--- src/rtl/car_sensor_filter.sv ---
// Car sensor conditioning: 2-FF synchroniser, debounce qualification in both
// directions, and a hold timer that keeps the request alive after a release.
// Produces a clean request level, a one-cycle arrival pulse and a saturating
// arrival count.
module car_sensor_filter #(
  parameter int DB_CYCLES   = 50000,
  parameter int HOLD_CYCLES = 50000000,
  parameter int CNT_W       = 26
) (
  input  logic       clk,
  input  logic       rst,
  input  logic       sensor_in,
  output logic       is_car,
  output logic       car_pulse,
  output logic [7:0] car_cnt
);

  typedef enum logic [2:0] {
    IDLE,
    QUAL_ON,
    PRESENT,
    QUAL_OFF,
    HOLD
  } state_t;

  // Counter values reached on the last qualifying sample of each phase.
  localparam logic [CNT_W-1:0] DB_LAST   = CNT_W'(DB_CYCLES - 1);
  localparam logic [CNT_W-1:0] HOLD_LAST = CNT_W'(HOLD_CYCLES - 1);
  // With a one-sample debounce there is nothing to qualify: levels are
  // accepted on the first synced sample.
  localparam bit DB_ONE = (DB_CYCLES == 1);

  logic             s_meta;
  logic             s_sync;
  state_t           state;
  logic             from_hold;
  logic [CNT_W-1:0] cnt;
  logic             arrive;

  // Two-stage synchroniser for the asynchronous sensor input.
  // NOTE: sequential state uses non-blocking assignments so every flop samples
  // the pre-edge value of its neighbours; blocking here would collapse the
  // two stages into one.
  always_ff @(posedge clk) begin
    if (rst) begin
      s_meta <= 1'b0;
      s_sync <= 1'b0;
    end else begin
      s_meta <= sensor_in;
      s_sync <= s_meta;
    end
  end

  // An accepted arrival: the last qualifying high sample, or the first high
  // sample when no qualification is needed.
  // NOTE: combinational blocks assign a default first so no path leaves the
  // output unassigned and infers a latch.
  always_comb begin
    arrive = 1'b0;
    if (s_sync) begin
      if (state == QUAL_ON && cnt == DB_LAST)
        arrive = 1'b1;
      else if (DB_ONE && (state == IDLE || state == HOLD))
        arrive = 1'b1;
    end
  end

  // Debounce / hold state machine with registered outputs. One counter serves
  // both as the qualification counter and the hold timer, since they are
  // never needed in the same state.
  always_ff @(posedge clk) begin
    if (rst) begin
      state     <= IDLE;
      from_hold <= 1'b0;
      cnt       <= '0;
      is_car    <= 1'b0;
      car_pulse <= 1'b0;
      car_cnt   <= 8'd0;
    end else begin
      car_pulse <= 1'b0;

      case (state)
        IDLE: begin
          if (s_sync) begin
            state     <= QUAL_ON;
            from_hold <= 1'b0;
            cnt       <= CNT_W'(1);
          end
        end

        QUAL_ON: begin
          if (s_sync) begin
            cnt <= cnt + CNT_W'(1);
          end else if (from_hold) begin
            // A glitch while holding: go back and restart the hold period.
            state <= HOLD;
            cnt   <= '0;
          end else begin
            state <= IDLE;
            cnt   <= '0;
          end
        end

        PRESENT: begin
          if (!s_sync) begin
            if (DB_ONE) begin
              state <= HOLD;
              cnt   <= '0;
            end else begin
              state <= QUAL_OFF;
              cnt   <= CNT_W'(1);
            end
          end
        end

        QUAL_OFF: begin
          if (s_sync) begin
            // Release bounce: the car never left, so no new arrival.
            state <= PRESENT;
            cnt   <= '0;
          end else if (cnt == DB_LAST) begin
            state <= HOLD;
            cnt   <= '0;
          end else begin
            cnt <= cnt + CNT_W'(1);
          end
        end

        HOLD: begin
          if (s_sync) begin
            state     <= QUAL_ON;
            from_hold <= 1'b1;
            cnt       <= CNT_W'(1);
          end else if (cnt == HOLD_LAST) begin
            state  <= IDLE;
            cnt    <= '0;
            is_car <= 1'b0;
          end else begin
            cnt <= cnt + CNT_W'(1);
          end
        end

        default: begin
          state <= IDLE;
          cnt   <= '0;
        end
      endcase

      // An arrival overrides whatever the state decode above chose.
      if (arrive) begin
        state     <= PRESENT;
        cnt       <= '0;
        is_car    <= 1'b1;
        car_pulse <= 1'b1;
        if (car_cnt != 8'hFF)
          car_cnt <= car_cnt + 8'd1;
      end
    end
  end

endmodule

--- config.mk ---
export PLATFORM = sky130hd
export DESIGN_NAME = car_sensor_filter
export DESIGN_NICKNAME = d
export VERILOG_FILES = /design/src/rtl/car_sensor_filter.sv
export SDC_FILE = /design/constraint.sdc
export NUM_CORES = 1
export LEC_CHECK = 0
export BUFFER_PORTS_ARGS = -buffer_cell sky130_fd_sc_hd__buf_4
export CAP_MARGIN = 20
export CORE_ASPECT_RATIO = 2
export CORE_MARGIN = 3
export CORE_UTILIZATION = 40
export CTS_BUF_LIST = sky130_fd_sc_hd__clkbuf_8
export DETAILED_ROUTE_END_ITERATION = 8
export SYNTH_ARGS = -nofsm -noshare
export SYNTH_HDL_FRONTEND = slang
export SYNTH_SLANG_ARGS = --single-unit
--- constraint.sdc ---
create_clock -name clk -period 6 [get_ports clk]
set_input_delay 0.3 -clock clk [delete_from_list [all_inputs] [get_ports clk]]
set_output_delay 0.3 -clock clk [all_outputs]
set_load 0.01 [all_outputs]
Yosys cells after proc, flatten, opt, wreduce, memory -nomap -nowiden:

Cells that the tools add are included.

* bits in registers: 42
* input port bits: 3
* output and inout port bits: 10
* word-level logic and storage cells: 70

* $add $sub $neg: 2
* equality and inequality tests: 19
* multiplexer cells: 28
* reduce and logical (&&, ||, !) cells: 12

Operators by type and width (number)
* two-way mux 26 bit: 7
* one-hot mux 26 bit (5 select lines): 1
* adder 26 x 1 -> 26 bit (second input constant): 1
* equality test 26 x 16 -> 1 bit (second input constant): 1
* equality test 26 bit (second input constant): 1
* two-way mux 3 bit: 8
* != test 3 bit (second input constant): 5
* one-hot mux 3 bit (5 select lines): 1
* AND reduction 5 bit: 2
* two-way mux 1 bit: 9
* adder 8 x 1 -> 8 bit (second input constant): 1
* != test 2 bit (second input constant): 4
* != test 4 bit (second input constant): 2
* != test 8 bit (second input constant): 1
* equality test 3 x 2 -> 1 bit (second input constant): 2
* AND reduction 3 bit: 2
* nonzero test 2 bit: 3
* AND reduction 2 bit: 2
* equality test 3 x 1 -> 1 bit (second input constant): 1
* equality test 3 bit (second input constant): 1
* logical NOT 3 bit: 1
* two-way mux 2 bit: 1
* != test 2 x 1 -> 1 bit (second input constant): 1
* one-hot mux 1 bit (2 select lines): 1
* 2 further kinds: 2

Depth between registers and ports, before layout:

Gate-level depths: netlist (run 1).

* word-level depth: 6
* gate-level depth with buffers: 8

Least setup slack after synthesis (run 1):

OpenSTA, ideal clock, no wires.

* kind: flip-flop to flip-flop
* start point: register cnt[0]
* end point: register cnt[20]
* arrival: 1809 ps
* path slack: 4076 ps
* stages on the path, launching flop included: 9
* clock period less this slack: 1924 ps
* cells stage by stage: dfxtp_1 -> ha_1 -> nor2b_1 -> and4_1 -> a21o_1 -> o211ai_2 -> o21ai_2 -> buf_4 -> nor2_1

* longest elaborated chain between the ends: 5
* elaborated cells between the ends (all ways): 13
* those cells by class: 1 x add/sub; 2 x eq/ne; 8 x mux; 2 x reduce/logical

RTL lines
* from (decl): line 37 `logic [CNT_W-1:0] cnt;`
* from (signal assigned): line 93 `cnt <= cnt + CNT_W'(1);`
* from (signal assigned): line 125 `cnt <= cnt + CNT_W'(1);`
* from (signal assigned): line 139 `cnt <= cnt + CNT_W'(1);`
* branches (longest 5 deep; another with adder 26 x 1 -> 26 bit)

Parallel ways; which one is timed is not known.
A chain may end at the register's enable or synchronous reset.

Final worst setup path (run 1):

* start point: register cnt[0]
* end point: register cnt[11]

Same word-level chain as after synthesis.

==> results of run 1 <==
==> state kept, by name, indices dropped and copies added (netlist names) <==
name	cells
car_pulse	1
s_sync	1
s_meta	1
from_hold	1
car_cnt	8
is_car	1
state	3
cnt	26
==> cell usage after synthesis (2+ instances only) <==
library cell	instances
sky130_fd_sc_hd__clkbuf_1	5
sky130_fd_sc_hd__and3_1	3
sky130_fd_sc_hd__nand2_1	22
sky130_fd_sc_hd__nand2b_1	4
sky130_fd_sc_hd__nor3_1	6
sky130_fd_sc_hd__nand3_1	12
sky130_fd_sc_hd__dfxtp_1	42
sky130_fd_sc_hd__inv_1	3
sky130_fd_sc_hd__a21oi_1	13
sky130_fd_sc_hd__nor4_1	5
sky130_fd_sc_hd__a21o_1	2
sky130_fd_sc_hd__nor2_1	44
sky130_fd_sc_hd__nor4b_1	2
sky130_fd_sc_hd__nand4_1	9
sky130_fd_sc_hd__and4_1	2
sky130_fd_sc_hd__xor2_1	13
sky130_fd_sc_hd__ha_1	2
sky130_fd_sc_hd__nor3b_1	3
sky130_fd_sc_hd__and2_1	2
sky130_fd_sc_hd__xnor2_1	14
sky130_fd_sc_hd__o21bai_1	2
sky130_fd_sc_hd__nor4_4	2
sky130_fd_sc_hd__o21a_1	2
sky130_fd_sc_hd__nor2b_1	7
sky130_fd_sc_hd__nor4b_2	2
sky130_fd_sc_hd__o21ai_0	7
==> per-layer routing <==
layer	routed length, µm	global-route usage, %
met5	0	0
met4	189	11.1
met3	181	2.70
met2	2880	33.8
met1	1800	16.7
==> worst max-delay path, delay by kind of cell (launching register included) <==
kind,cells,cell delay [ns]
compound gates,2,0.95
fa+ha+maj,1,0.27
flops,1,0.38
simple gates,4,0.73
==> layout make-up <==
class                   count  area share [%]
multi-input cells         201            52.6
flip-flops and latches     42            35.5
repair buffers             12            3.80
well taps                  58            3.06
clock buffers               5            2.91
clock inverters             3            1.69
inverters                   3           0.475
==> stage by stage <==
step | std cells | hold slack, ns | area [µm²]
finish | 324 | 0.226 | 2370
global route | 324 | 0.223 | 2370
floorplan | 254 | 0.414 | 2140
global placement | 316 | 0.430 | 2260
detailed placement | 316 | 0.427 | 2260
CTS | 324 | 0.218 | 2370
==> power by group through the flow <==
stage	clock network [W]	logic [W]	registers (W)
floorplan	0	0.0000995	0.000302
global placement	0	0.000115	0.000310
detailed placement	0	0.000116	0.000311
CTS	0.000230	0.000117	0.000304
global route	0.000237	0.000135	0.000305
finish	0.000223	0.000118	0.000304
==> cell families after synthesis <==
family	count (synthesis)	share of synthesized area [%]
flip-flops	42	39.3
AO/OA/AOI/OAI	38	11.5
adder cells (fa/ha/maj)	2	1.17
multiplexers	1	0.468
buffers and inverters	11	2.51
XOR/XNOR	27	11.1
AND/OR/NAND/NOR	133	34.0
==> final timing paths <==
path,start,to,slack [ns],cells past startpoint
setup / recovery,cnt[0]$_SDFFE_PP0P_,cnt[11]$_SDFFE_PP0P_,3.52,7
setup reg to reg,cnt[0]$_SDFFE_PP0P_,cnt[11]$_SDFFE_PP0P_,3.52,7
hold / removal,sensor_in,s_meta$_SDFF_PP0_,0.23,2
hold reg to reg,s_meta$_SDFF_PP0_,s_sync$_SDFF_PP0_,0.44,1
==> run metrics, run 1 <==
worst slack after detailed placement 3.47 ns; list of cells traversed by the critical path ha_1 > nor2b_1 > nand4_1 > nor2_1 > o211ai_2 > o21ai_2 > nor2_1; count of nets after finishing 270; share of the clock period used by the worst path after layout 41.3%; Total Power 0.000644 W; top cells by area, synth sky130_fd_sc_hd__dfxtp_1 (39%), sky130_fd_sc_hd__nor2_1 (7.7%), sky130_fd_sc_hd__xnor2_1 (5.7%), sky130_fd_sc_hd__xor2_1 (5.3%), sky130_fd_sc_hd__nand2_1 (3.9%); maximum clock skew at final layout 0.00657 ns; area taken by multi-input logic gates 1240 µm²; sequential power share 47.1%; headroom to the max-slew limit 27.6%; Logic pwr share 18.2%; warnings from Yosys 0; Placeable Area 5140 µm²; total congestion overflow after global routing 0; setup slack after layout 3.52 ns; Row Count 37; part of the power in the clock network 34.6%; ANT nets after route 0; die outline width 57.7 µm; Detailed Route WL 5060 µm; kind of start point of the critical path flop; number of DRC violations after detailed routing 0; count of TritonRoute iterations in the first routing pass 5; Synth area leader sky130_fd_sc_hd__dfxtp_1; final critical delay including setup and external delays 2.48 ns; slew at the pin closest to its max-slew limit 1.08 ns; fill cell total of the finished layout 508; net switching component of the power 0.000195 W; number of antenna violations at the first check in global routing 0; number of endpoints failing setup at the final stage 0; # H-tree levels 2; delay of the slowest critical-path stage 0.70 ns; starting density of the core 41.6%; floorplan die height 109 µm; number of buffers added for setup after CTS 0; antenna diode count 0; portion of the post-synthesis area used by sequential elements 39.3%; Most Frequent Cell on Critical Path sky130_fd_sc_hd__nor2_1; mean instance size in the synthesized netlist 8.42 µm²; cells after synthesis 254; # port buffers 12; core utilization of the finished layout 46.1%; area share of the largest cell type after synthesis 39.3%; Power Internal 0.000449 W; hold crit path type primary input to flop; Fin. Hold Viols 0; I/O pin count 13; status complete, no violations; highest clock rate 403 MHz; share of cells above drive strength 1 10.9%; data required time of the worst path 6.16 ns; Clock transition at path regs 0.08 ns; clock tree sinks 42; flops & latches, synth 42; clock latency of the later-clocked register in the worst-skew pair 0.29 ns; most frequent cells in the layout sky130_fd_sc_hd__nor2_1 (44), sky130_fd_sc_hd__dfxtp_1 (42), sky130_fd_sc_hd__nand2_1 (22); Pins Over Slew Limit 0; net count after synthesis 259; quantity of hold-fixing buffers added after cts 0; most used flip-flop cell after synthesis sky130_fd_sc_hd__dfxtp_1; initial DRC count 31; via count of the first global-routing pass 1,943; CTS Buf Count 5; via density per instance 5.74; kind of end point of the critical path flop; arrival time reported for the critical path endpoint 2.64 ns; net switching fraction of the power 30.3%; total routing usage reported by global routing 17.6%; Total Die Area 6320 µm²; Detail Placement HPWL 3820 µm; Seq. cell area 841 µm²; count of different cell masters after synthesis 50; routed wirelength normalized by instance count 15.6 µm; unrepaired setup endpoints after global routing no; CTS tree done; Leakage Power 0.799 nW; weighted congestion at the end of routability-driven global placement 0.821; buffer type at the clock tree root sky130_fd_sc_hd__clkbuf_8; maximum net fanout on the critical path 19; EDFF count, synth 0; commonest non-fill, non-tap cell in the layout sky130_fd_sc_hd__nor2_1; async set-or-reset flop fraction in the synthesized netlist 0%; Syn Std Cell Area 2140 µm²; peak supply drop 175 µV; aggregate negative setup slack 0 ns; largest net degree at the start of global routing 20; power density normalized to cell area 272 nW/µm²; global-route wire length before repair 8650 µm; via count 1,861; slowest library cell on the worst path sky130_fd_sc_hd__o21ai_2; count of maximum capacitance violations 0; Crit Path Class flop to flop; layout-stage area growth over the synthesis result 10.7%; cts repair resizes 0; clk buf depth 2
No activity file was read; power rests on OpenSTA's default activity.
==> inputs of run 2 (changes only) <==
==> constraint.sdc (replaced) <==
create_clock -name clk -period 2.5 [get_ports clk]
set_input_delay 0.125 -clock clk [delete_from_list [all_inputs] [get_ports clk]]
set_output_delay 0.125 -clock clk [all_outputs]
set_load 0.01 [all_outputs]
==> run 2 against run 1 <==
Register-to-register slack got worse by 3.2 ns. Critical endpoint is now cnt[23]$_SDFFE_PP0P_. Combinational power grew to 2.9 times the previous value. First-iteration DRC count grew 32%. Worst hold slack worse by 0.18 ns. Clock skew grew 0.0036 ns. Design area grew 2.9%.
==> run metrics, run 2 (synthesis results as in run 1) <==
status complete, no violations; weighted congestion at the end of routability-driven global placement 0.934; CTS Buf Count 5; kind of end point of the critical path flop; floorplan die height 109 µm; cts repair resizes 0; largest net degree at the start of global routing 20; amount of wire on met2 after detailed routing 3020 µm; Power Internal 0.00111 W; post-place instance area 2330 µm²; Detailed Route WL 5320 µm; share of cells above drive strength 1 13.5%; final non-filler cell area 2440 µm²; number of DRC violations after detailed routing 0; Pins Over Slew Limit 0; number of flip-flops under the largest register name 26; data required time of the worst path 2.69 ns; Row Count 37; clk buf depth 2; Logic pwr share 21.6%; endpoint of the most critical register-to-register path cnt[23]$_SDFFE_PP0P_; kind of start point of the critical path flop; Leakage Power 0.842 nW; Detail Placement HPWL 4020 µm; Crit Reg-Reg Startpoint state[1]$_SDFFE_PP0P_; maximum clock skew at final layout 0.0102 ns; headroom to the max-slew limit 56.4%; registers with the most flip-flops cnt x26, car_cnt x8, state x3; share of the clock period used by the worst path after layout 88.7%; Clock transition at path regs 0.09 ns; met1 wire length 2000 µm; clock tree sinks 42; setup slack after layout 0.283 ns; hold crit path type primary input to flop; number of buffers added for setup after CTS 0; Fin. Hold Viols 0; antenna diode count 0; starting density of the core 41.6%; maximum net fanout on the critical path 5; via density per instance 5.53; total congestion overflow after global routing 0; unrepaired setup endpoints after global routing no; worst slack after detailed placement 0.268 ns; commonest non-fill, non-tap cell in the layout sky130_fd_sc_hd__nor2_1; quantity of hold-fixing buffers added after cts 0; number of endpoints failing setup at the final stage 0; Register-to-Register Setup Slack 0.28 ns; # H-tree levels 2; sequential power share 45.1%; via count 1,843; clock latency of the later-clocked register in the worst-skew pair 0.29 ns; I/O pin count 13; # port buffers 12; part of the power in the clock network 33.4%; arrival time reported for the critical path endpoint 2.41 ns; peak supply drop 548 µV; area taken by multi-input logic gates 1240 µm²; final critical delay including setup and external delays 2.22 ns; buffer type at the clock tree root sky130_fd_sc_hd__clkbuf_8; count of TritonRoute iterations in the first routing pass 4; Seq. cell area 841 µm²; Critical Path End cnt[23]$_SDFFE_PP0P_; routed wirelength normalized by instance count 16.0 µm; layout-stage area growth over the synthesis result 13.9%; CTS tree done; power density normalized to cell area 655 nW/µm²; wire length on met3 121 µm; initial DRC count 41; core utilization of the finished layout 47.4%; count of nets after finishing 279; Reg2Reg Depth 6; global-route wire length before repair 9130 µm; ANT nets after route 0; net switching component of the power 0.000484 W; total routing usage reported by global routing 18.6%; largest register by flop count cnt; top metal layer carrying routed signals met4; worst hold-check slack 0.0483 ns; highest clock rate 451 MHz; Placeable Area 5140 µm²; fill cell total of the finished layout 532; via count of the first global-routing pass 1,883; aggregate negative setup slack 0 ns; die outline width 57.7 µm; most frequent cells in the layout sky130_fd_sc_hd__nor2_1 (44), sky130_fd_sc_hd__dfxtp_1 (42), sky130_fd_sc_hd__nand2_1 (22); Crit Path Class flop to flop; Total Die Area 6320 µm²; count of maximum capacitance violations 0; slew at the pin closest to its max-slew limit 0.648 ns; start point of the critical path state[1]$_SDFFE_PP0P_; number of antenna violations at the first check in global routing 0; net switching fraction of the power 30.3%
-- run 2: critical path, stage by stage (launching register included) --
cell and delay (ns):
sky130_fd_sc_hd__dfxtp_1 0.45, sky130_fd_sc_hd__xor2_1 0.41, sky130_fd_sc_hd__o31ai_1 0.23, sky130_fd_sc_hd__nor4_1 0.62, sky130_fd_sc_hd__nand4_1 0.20, sky130_fd_sc_hd__xor2_1 0.17, sky130_fd_sc_hd__nor2_1 0.05
-- run 2: layout make-up --
type / count / share of cell area (%)
Sequential cell: 42 / 34.5
Tap cell: 58 / 2.98
Inverter: 3 / 0.462
Clock buffer: 5 / 2.82
Multi-Input combinational cell: 201 / 51.1
Timing Repair Buffer: 21 / 6.47
Clock inverter: 3 / 1.69
-- run 2: how the worst min path moves through the flow --
stage | start | endpoint | slack, ns | cells after the start
global route | sensor_in | s_meta$_SDFF_PP0_ | 0.05 | 2
global placement | sensor_in | s_meta$_SDFF_PP0_ | 0.35 | 2
finish | sensor_in | s_meta$_SDFF_PP0_ | 0.05 | 2
detailed placement | sensor_in | s_meta$_SDFF_PP0_ | 0.35 | 2
CTS | sensor_in | s_meta$_SDFF_PP0_ | 0.05 | 2
floorplan | sensor_in | s_meta$_SDFF_PP0_ | 0.25 | 1
-- run 2: per-layer routing --
layer  vias to the layer above  track usage [%]
met1                       858             18.5
met2                        37             36.3
met5                         -                0
met4                         0             8.62
met3                        15             2.47
li1                        933                -
-- run 2: through the flow --
stage | instances | power (W)
floorplan | 254 | 0.000962
global placement | 325 | 0.00108
detailed placement | 325 | 0.00107
CTS | 333 | 0.00161
global route | 333 | 0.00168
finish | 333 | 0.00160
-- run 2: power by group through the flow --
stage	Sequential (W)	Clock [W]	Combinational (W)
floorplan	0.000724	0	0.000239
global placement	0.000733	0	0.000347
CTS	0.000717	0.000548	0.000344
detailed placement	0.000733	0	0.000341
finish	0.000719	0.000532	0.000344
global route	0.000723	0.000572	0.000386
